`src/rtl/uart_baud_pkg.sv`:
```
// Shared constants for the UART baud/oversample generator: preset bit-period
// table (CLK cycles per bit), preset selectors and divisor-source modes.
package uart_baud_pkg;

  localparam int unsigned BAUD_PRESET [0:7] = '{
    32'd1920, 32'd960, 32'd480, 32'd320, 32'd160, 32'd80, 32'd40, 32'd20
  };

  localparam logic [2:0] SEL_9600   = 3'd0;
  localparam logic [2:0] SEL_19200  = 3'd1;
  localparam logic [2:0] SEL_38400  = 3'd2;
  localparam logic [2:0] SEL_57600  = 3'd3;
  localparam logic [2:0] SEL_115200 = 3'd4;
  localparam logic [2:0] SEL_230400 = 3'd5;
  localparam logic [2:0] SEL_460800 = 3'd6;
  localparam logic [2:0] SEL_921600 = 3'd7;

  localparam logic MODE_PRESET = 1'b0;
  localparam logic MODE_CUSTOM = 1'b1;

  // Bit period of a preset, usable in constant and runtime contexts alike.
  function automatic int unsigned preset_period(input logic [2:0] sel);
    return BAUD_PRESET[sel];
  endfunction

endpackage

```
`src/rtl/baud_preset_lut.sv`:
```
// Combinational preset-index to bit-period lookup, shared with the TX/RX
// configuration logic.
module baud_preset_lut
  import uart_baud_pkg::*;
#(
  parameter int CNT_W = 16
) (
  input  logic [2:0]       sel,
  output logic [CNT_W-1:0] period
);

  always_comb begin
    period = CNT_W'(BAUD_PRESET[0]);
    case (sel)
      SEL_9600:   period = CNT_W'(BAUD_PRESET[0]);
      SEL_19200:  period = CNT_W'(BAUD_PRESET[1]);
      SEL_38400:  period = CNT_W'(BAUD_PRESET[2]);
      SEL_57600:  period = CNT_W'(BAUD_PRESET[3]);
      SEL_115200: period = CNT_W'(BAUD_PRESET[4]);
      SEL_230400: period = CNT_W'(BAUD_PRESET[5]);
      SEL_460800: period = CNT_W'(BAUD_PRESET[6]);
      SEL_921600: period = CNT_W'(BAUD_PRESET[7]);
      default:    period = CNT_W'(BAUD_PRESET[0]);
    endcase
  end

endmodule

```
`src/rtl/uart_baud_os_gen.sv`:
```
// Baud generator: a fractional accumulator spreads OVERSAMPLE os_ticks evenly
// over a bit period P, with baud_tick/baud_clk derived from the tick count.
module uart_baud_os_gen
  import uart_baud_pkg::*;
#(
  parameter int CNT_W       = 16,
  parameter int OVERSAMPLE  = 16,
  parameter int DEFAULT_SEL = 0
) (
  input  logic             CLK,
  input  logic             reset_external,
  input  logic             enable,
  input  logic             resync,
  input  logic             cfg_load,
  input  logic             mode,
  input  logic [2:0]       sel,
  input  logic [CNT_W-1:0] div_custom,
  output logic             os_tick,
  output logic             baud_tick,
  output logic             baud_clk,
  output logic             cfg_pending,
  output logic             cfg_err
);

  localparam int ACC_W = CNT_W + 1;
  localparam int OS_W  = $clog2(OVERSAMPLE);

  localparam logic [ACC_W-1:0] OS_INC     = ACC_W'(OVERSAMPLE);
  localparam logic [OS_W-1:0]  OS_LAST    = OS_W'(OVERSAMPLE - 1);
  localparam logic [OS_W-1:0]  OS_HALF    = OS_W'(OVERSAMPLE / 2);
  localparam logic [CNT_W-1:0] PERIOD_MIN = CNT_W'(OVERSAMPLE);
  localparam logic [CNT_W-1:0] PERIOD_RST = CNT_W'(BAUD_PRESET[DEFAULT_SEL]);

  logic [ACC_W-1:0] acc_q, acc_d;
  logic [OS_W-1:0]  os_cnt_q, os_cnt_d;
  logic [CNT_W-1:0] period_q, period_d;
  logic [CNT_W-1:0] shadow_q, shadow_d;
  logic             os_tick_q, os_tick_d;
  logic             baud_tick_q, baud_tick_d;
  logic             baud_clk_q, baud_clk_d;
  logic             pending_q, pending_d;
  logic             err_q, err_d;

  logic [CNT_W-1:0] lut_period_s;
  logic [CNT_W-1:0] cfg_period_s;
  logic             cfg_valid_s;
  logic [ACC_W-1:0] sum_s;
  logic [ACC_W-1:0] period_ext_s;
  logic             fire_s;
  logic             wrap_s;

  baud_preset_lut #(
    .CNT_W (CNT_W)
  ) u_lut (
    .sel    (sel),
    .period (lut_period_s)
  );

  assign cfg_period_s = (mode == MODE_CUSTOM) ? div_custom : lut_period_s;
  assign cfg_valid_s  = cfg_load && (cfg_period_s >= PERIOD_MIN);
  assign period_ext_s = {1'b0, period_q};
  assign sum_s        = acc_q + OS_INC;
  assign fire_s       = enable && (sum_s >= period_ext_s);
  assign wrap_s       = fire_s && (os_cnt_q == OS_LAST);

  always_comb begin
    acc_d       = acc_q;
    os_cnt_d    = os_cnt_q;
    os_tick_d   = 1'b0;
    baud_tick_d = 1'b0;
    baud_clk_d  = baud_clk_q;
    if (resync) begin
      acc_d      = '0;
      os_cnt_d   = '0;
      baud_clk_d = 1'b1;
    end else if (enable) begin
      if (fire_s) begin
        acc_d     = sum_s - period_ext_s;
        os_tick_d = 1'b1;
        if (wrap_s) begin
          os_cnt_d    = '0;
          baud_tick_d = 1'b1;
        end else begin
          os_cnt_d = os_cnt_q + OS_W'(1);
        end
      end else begin
        acc_d = sum_s;
      end
      baud_clk_d = (os_cnt_d < OS_HALF);
    end else begin
      acc_d    = acc_q;
      os_cnt_d = os_cnt_q;
    end
  end

  // A period change lands at the bit boundary while running, immediately when
  // stopped or resynchronising; the newest accepted load always wins.
  always_comb begin
    period_d  = period_q;
    shadow_d  = shadow_q;
    pending_d = pending_q;
    err_d     = err_q;
    if (cfg_load) begin
      if (cfg_valid_s) begin
        shadow_d = cfg_period_s;
        err_d    = 1'b0;
      end else begin
        err_d = 1'b1;
      end
    end else begin
      err_d = err_q;
    end
    if (resync) begin
      if (cfg_valid_s) begin
        period_d = cfg_period_s;
      end else if (pending_q) begin
        period_d = shadow_q;
      end else begin
        period_d = period_q;
      end
      pending_d = 1'b0;
    end else if (!enable) begin
      if (cfg_valid_s) begin
        period_d  = cfg_period_s;
        pending_d = 1'b0;
      end else begin
        period_d = period_q;
      end
    end else begin
      if (wrap_s && pending_q) begin
        period_d  = shadow_q;
        pending_d = 1'b0;
      end else begin
        period_d = period_q;
      end
      if (cfg_valid_s) begin
        pending_d = 1'b1;
      end else begin
        pending_d = pending_d;
      end
    end
  end

  always_ff @(posedge CLK or posedge reset_external) begin
    if (reset_external) begin
      acc_q       <= '0;
      os_cnt_q    <= '0;
      period_q    <= PERIOD_RST;
      shadow_q    <= PERIOD_RST;
      os_tick_q   <= 1'b0;
      baud_tick_q <= 1'b0;
      baud_clk_q  <= 1'b1;
      pending_q   <= 1'b0;
      err_q       <= 1'b0;
    end else begin
      acc_q       <= acc_d;
      os_cnt_q    <= os_cnt_d;
      period_q    <= period_d;
      shadow_q    <= shadow_d;
      os_tick_q   <= os_tick_d;
      baud_tick_q <= baud_tick_d;
      baud_clk_q  <= baud_clk_d;
      pending_q   <= pending_d;
      err_q       <= err_d;
    end
  end

  assign os_tick     = os_tick_q;
  assign baud_tick   = baud_tick_q;
  assign baud_clk    = baud_clk_q;
  assign cfg_pending = pending_q;
  assign cfg_err     = err_q;

endmodule

```
`config.mk`:
```
export PLATFORM = sky130hd
export DESIGN_NAME = uart_baud_os_gen
export DESIGN_NICKNAME = d
export VERILOG_FILES = /design/src/rtl/uart_baud_pkg.sv /design/src/rtl/baud_preset_lut.sv /design/src/rtl/uart_baud_os_gen.sv
export SDC_FILE = /design/constraint.sdc
export NUM_CORES = 1
export LEC_CHECK = 0
export ABC_AREA = 1
export CAP_MARGIN = 20
export CORE_ASPECT_RATIO = 1.2
export CORE_MARGIN = 1
export CORE_UTILIZATION = 50
export CTS_CLUSTER_SIZE = 30
export DETAILED_ROUTE_END_ITERATION = 12
export GPL_TIMING_DRIVEN = 0
export PLACE_DENSITY = 0.69
export RECOVER_POWER = 50
export SYNTH_ARGS = -nofsm -noshare
export SYNTH_HDL_FRONTEND = slang
export SYNTH_HIERARCHICAL = 1
export SYNTH_SLANG_ARGS = --single-unit
```
`constraint.sdc`:
```
create_clock -name CLK -period 3.95 [get_ports CLK]
set_input_delay 0.395 -clock CLK [delete_from_list [all_inputs] [get_ports CLK]]
set_output_delay 0.395 -clock CLK [all_outputs]
set_load 0.01 [all_outputs]
```
==> Word-level counts from Yosys, hierarchy flattened <==
Memories as Yosys holds them, arrays and structs flattened.
Index checks and enable logic that the tools add are counted.
{ "totals": {"reg_bits": 58, "mem_bits_ro": 72, "input_bits": 25, "out_inout_bits": 5, "n_memories": 1} }
{ "mem_list": {"columns": ["memory", "depth", "width", "read_ports", "rd_clocked_by_memory_dff", "write_ports", "line_no", "text"], "rows": [
  ["(no name shown)", 8, 9, 1, 0, 0, "baud_preset_lut.sv:14", "case (sel)"]
]} }
{ "classes": {"addsub": 3, "order_cmp": 3, "n_eq_ne": 3, "n_mux": 31, "reduce_logical": 10} }
{ "op_table": {"columns": ["operator", "n"], "rows": [
  ["16-bit 2-to-1 mux", 7],
  ["17-bit 2-to-1 mux", 3],
  ["4-bit 2-to-1 mux", 6],
  ["17-bit by 5-bit adder with 17-bit output, second input constant", 1],
  ["17-bit by 16-bit greater-or-equal comparator with 1-bit output", 1],
  ["17-bit by 16-bit subtractor with 17-bit output", 1],
  ["16-bit by 5-bit greater-or-equal comparator with 1-bit output, second input constant", 1],
  ["1-bit 2-to-1 mux", 15],
  ["3-bit by 1-bit inequality test with 1-bit output, second input constant", 2],
  ["3-bit nonzero test", 2],
  ["4-bit by 1-bit adder with 4-bit output, second input constant", 1],
  ["4-bit == test, second input constant", 1],
  ["1-bit logical AND", 4],
  ["4-bit < comparator, second input constant", 1],
  ["2-bit AND reduction", 2],
  ["3-bit AND reduction", 1],
  ["2-bit nonzero test", 1]
]} }

==> Longest topological paths before layout <==
{ "depth": {"depth_word": 11, "mapped_depth": 22, "ltp_nobuf": 22} }

==> Cells and area by module <==
Netlist, hierarchy kept.
{ "modules_own_cells": {"columns": ["mod", "n_inst", "cells_each", "area_each_um2", "seq_area_each_um2"], "rows": [
  ["uart_baud_os_gen", 1, 650, 4458.0, 1462.7],
  ["baud_preset_lut", 1, 24, 117.6, 0.0]
]} }

==> Worst setup path after synthesis <==
No wires, ideal clock.
{ "synth_timing": {"kind": "reg-to-reg", "start": "reg acc_q[4]", "end": "reg period_q[11]", "setup_time_ns": 0.117, "arrival_ns": 2.867, "slack_ns": 0.965, "path_stages_with_launch": 22, "n_path_buf": 1, "synth_period_minus_slack_ns": 2.985, "cell_sequence": "dfrtp_1 > nand3_1 > nor3_1 > nand3b_1 > nor3_1 > xor2_1 > inv_1 > ha_1 > nand2_1 > nor2_1 > inv_1 > nor2_1 > nor2_1 > nand3_1 > nand2_1 > inv_2 > nand3_2 > nand2_4 > nand2_4 > buf_6 > nand2_1 > nand2_1"} }
{ "synth_between": {"elab_chain_cells": 7} }
{ "synth_lines": {"columns": ["item", "line_no", "text"], "rows": [
  ["start: declaration", "uart_baud_os_gen.sv:34", "logic [ACC_W-1:0] acc_q, acc_d;"],
  ["start signal: assignment", "uart_baud_os_gen.sv:146", "acc_q <= '0;"],
  ["start signal: assignment", "uart_baud_os_gen.sv:156", "acc_q <= acc_d;"],
  ["17-bit by 5-bit adder with 17-bit output", "uart_baud_os_gen.sv:62", "assign sum_s = acc_q + OS_INC;"],
  ["17-bit by 16-bit greater-or-equal comparator with 1-bit output", "uart_baud_os_gen.sv:63", "assign fire_s = enable && (sum_s >= period_ext_s);"],
  ["1-bit logical AND", "uart_baud_os_gen.sv:63", null],
  ["1-bit logical AND", "uart_baud_os_gen.sv:64", "assign wrap_s = fire_s && (os_cnt_q == OS_LAST);"],
  ["1-bit logical AND", "uart_baud_os_gen.sv:130", "if (wrap_s && pending_q) begin"],
  ["3-bit by 1-bit inequality test with 1-bit output (no line)", null, null],
  ["3-bit AND reduction (no line)", null, null],
  ["end signal: assignment", "uart_baud_os_gen.sv:158", "period_q <= period_d;"],
  ["end: declaration", "uart_baud_os_gen.sv:36", "logic [CNT_W-1:0] period_q, period_d;"]
]} }
No other way between the ends.
A chain may end at the register's enable or synchronous reset.

==> Worst setup path after layout <==
Ends and elaborated chain as after synthesis.

==> impl_metrics.csv <==
group,metric,value,unit
routing,first_pass_iters,4,
layout,regArea,1460,um^2
pwr,peakVddDrop,0.000159,V
place,hpwl,8570,um
sta,whs,0.468,ns
clocking,cts_root_buffer,"clkbuf_8",
pwr,leakage,2.79,nW
critical_path,end_kind,"flip-flop",
critical_path,rr_worst_depth,20,
synth,ys_warn_count,6,
synth,synth.distinct_cells,40,
outcome,status,"complete, but fails checks",
sta,fmax,287,MHz
synth,synth.area.top_cells,"dfrtp_1 (27%), nand2_1 (15%), nand3_1 (10%)",
clocking,clk_pin_slew,0.07,ns
routing,met3_length,259,um
die,die_h,107,um
synth,yosys_most_used_dff,"dfrtp_1",
critical_path,startpoint_type,"flip-flop",
synth,async_reset_ff_share,100,%
global_routing,grt_max_degree,42,
routing,num_vias,4263,
synth,yosys.area.top_type,"dfrtp_1",
routing,highest_layer,"met4",
sta,finalWorstSetupSlack,0.470,ns
place,numPortBuffers,27,
die,core_area,8750,um^2
sta,tightest_slew,2.20,ns
hold_path,whs_path_depth,2,
critical_path,critPathKind,"flip-flop to flip-flop",
sta,fin_crit,3.48,ns
sta,max-slew-margin-rel,-46.5,%
routing,wire_per_inst,12.9,um
routing,wl_met1,4650,um
clocking,cts_tree,"yes",
critical_path,cp_data_arrival_time,3.72,ns
synth,synth-edff-count,0,
critical_path,worstPathMaxFanout,10,
hold_path,hold-path-endpoint,"period_q[9]",
synth,synth.most_common_cell,"nand2_1",
critical_path,reg2reg_slack,0.47,ns
place,gp_congestion,0.852,
sta,timing.final.crit_share,88.1,%
layout,syn_to_final_growth,14.6,%
synth,ys_top_cells_by_count,"nand2_1 (178), inv_1 (93), nand3_1 (92), nor2_1 (51), dfrtp_1 (49)",
routing,avgViaCountPerCell,5.07,
critical_path,r2r-start,"acc_q[4]",
clocking,clkLatencyLatePin,0.35,ns
die,start_util,52.3,%
routing,drcViolationCount,0,
sta,fin_skew,0.0143,ns
pwr,p_total,1.89,mW
global_routing,overflow,0,
synth,syn_area,4580,um^2
hold_path,min_from,"period_q[9]",
die,fp.dieW,89.3,um
routing,detail_route.iter0.violations,146,
critical_path,required,4.19,ns
layout,multi_input_area,2570,um^2
synth,ys_seq_elements,58,
clocking,numCtsBuffers,9,
clocking,cts_max_path_buffers,2,
sta,report.final.setup_viol,0,
sta,setup_tns,0,ns
routing,postRouteAntennaNets,0,
clocking,cts-htree-levels,3,
layout,fin_util,59.9,%
global_routing,grt_pass1_vias,4175,
critical_path,r2r_end,"period_q[11]",
layout,drive_gt1_share,9.67,%
global_routing,track_usage,25.6,%
die,rows,37,
layout,n_antenna_cell,0,
synth,syn_avg_cell_area,6.79,um^2
global_routing,grt_pass1_wl,18700,um
flow_run,maxCapViolations,1,
clocking,cts_setup_buffers,0,
pwr,power_density,360,nW/um^2
clocking,cts.sinks,58,
sta,rsz0062_at_grt,"false",
die,io_pins,30,
routing,wl,10900,um
global_routing,antenna_found_initial,0,
routing,wl_met2,5700,um
synth,synth_top_area_share,26.8,%
outcome,violations,"max-capacitance violations, max-slew violations",
place,dp_slack,0.207,ns
synth,syn_inst,674,
layout,finalNetCount,763,
hold_path,hold_class,"flip-flop to flip-flop",
sta,hold_violations,0,
layout,fill_cells,844,
die,dieArea,9540,um^2
sta,maxSlewViolCount,42,
synth,ys_seq_area_share,32.0,%
layout by cell type, fill, tap and decap left out, types with 10 or more instances in the layout:
cell type	synthesis	layout
a21oi_1	31	31
inv_1	93	93
o21ai_0	30	30
buf_4	10	10
and2_1	16	16
xnor2_1	12	12
clkbuf_8	0	12
ha_1	18	18
nand3_1	92	92
clkdlybuf4s50_1	0	24
dfrtp_1	49	49
nand2_1	178	178
nor2_1	51	51
report_power, final:
part / switching (mW) / internal [mW] / total (mW)
logic: 0.364 / 0.236 / 0.601
clock network: 0.247 / 0.344 / 0.591
registers: 0.0338 / 0.662 / 0.695
total: 0.645 / 1.24 / 1.89
layout make-up:
class / instances / area share [%]
multi-input combinational: 496 / 49.1
sequential: 58 / 27.9
inverter: 98 / 7.01
timing repair buffer: 28 / 5.22
buffer: 28 / 3.91
clock buffer: 13 / 3.22
tap: 117 / 2.79
clock inverter: 3 / 0.883
flip-flops by register name (all words and copies together), names as in the netlist, 4 cells and up:
| register | count |
|---|---|
| acc_q | 17 |
| os_cnt_q | 4 |
| period_q | 16 |
| shadow_q | 16 |
worst max path at each step:
stage | startpoint | end | slack, ns
after floorplan | acc_q[4] | period_q[11] | 0.97
after global placement | acc_q[4] | period_q[15] | 0.31
after detailed placement | acc_q[4] | period_q[11] | 0.21
after CTS | acc_q[4] | period_q[11] | 0.18
after global routing | acc_q[4] | period_q[11] | 0.04
final | acc_q[4] | period_q[11] | 0.47
through the flow:
| step | area, um^2 | instances |
|---|---|---|
| 3_5_place_dp | 5030 | 825 |
| 5_1_grt | 5250 | 841 |
| 2_1_floorplan | 4600 | 680 |
| 3_3_place_gp | 5010 | 824 |
| 6_report | 5250 | 841 |
| 4_1_cts | 5250 | 841 |
layer usage:
| metal | vias up | track usage [%] |
|---|---|---|
| met4 | 0 | 11.6 |
| met2 | 69 | 46.8 |
| met3 | 20 | 2.85 |
| met1 | 1956 | 29.1 |
| met5 | - | 0 |
| li1 | 2218 | - |
critical path, stage by stage, from the launching register on:
cell,delay (ns)
dfrtp_1,0.41
ha_1,0.19
nand2_1,0.11
nor2_2,0.25
nand3_1,0.16
nor2_1,0.13
xor2_1,0.24
inv_1,0.07
ha_1,0.37
nand2_1,0.10
nor2_1,0.15
inv_1,0.08
o21ai_0,0.19
nor2_1,0.07
nand3_2,0.14
nand3_2,0.18
nand2_4,0.16
nand2_4,0.11
buf_6,0.16
nand2_1,0.06
nand2_1,0.05
repair_timing:
action	in CTS	in global routing
endpoints found under the setup margin	0	23
gates resized for setup	0	2
endpoints found under the hold margin	0	0
hold buffers	0	0
kinds of logic (layout without fill, tap and decap cells):
| family | Yosys count | count (layout) | share of synthesized area [%] |
|---|---|---|---|
| AO/OA/AOI/OAI | 75 | 75 | 8.94 |
| flip-flops | 58 | 58 | 32.0 |
| other | 1 | 7 | 0.0820 |
| AND/OR/NAND/NOR | 372 | 372 | 36.6 |
| buffers and inverters | 126 | 170 | 12.5 |
| XOR/XNOR | 19 | 19 | 3.64 |
| adder cells (fa/ha/maj) | 19 | 19 | 5.36 |
| multiplexers | 4 | 4 | 0.875 |
Power figures use the tool's default switching activity.
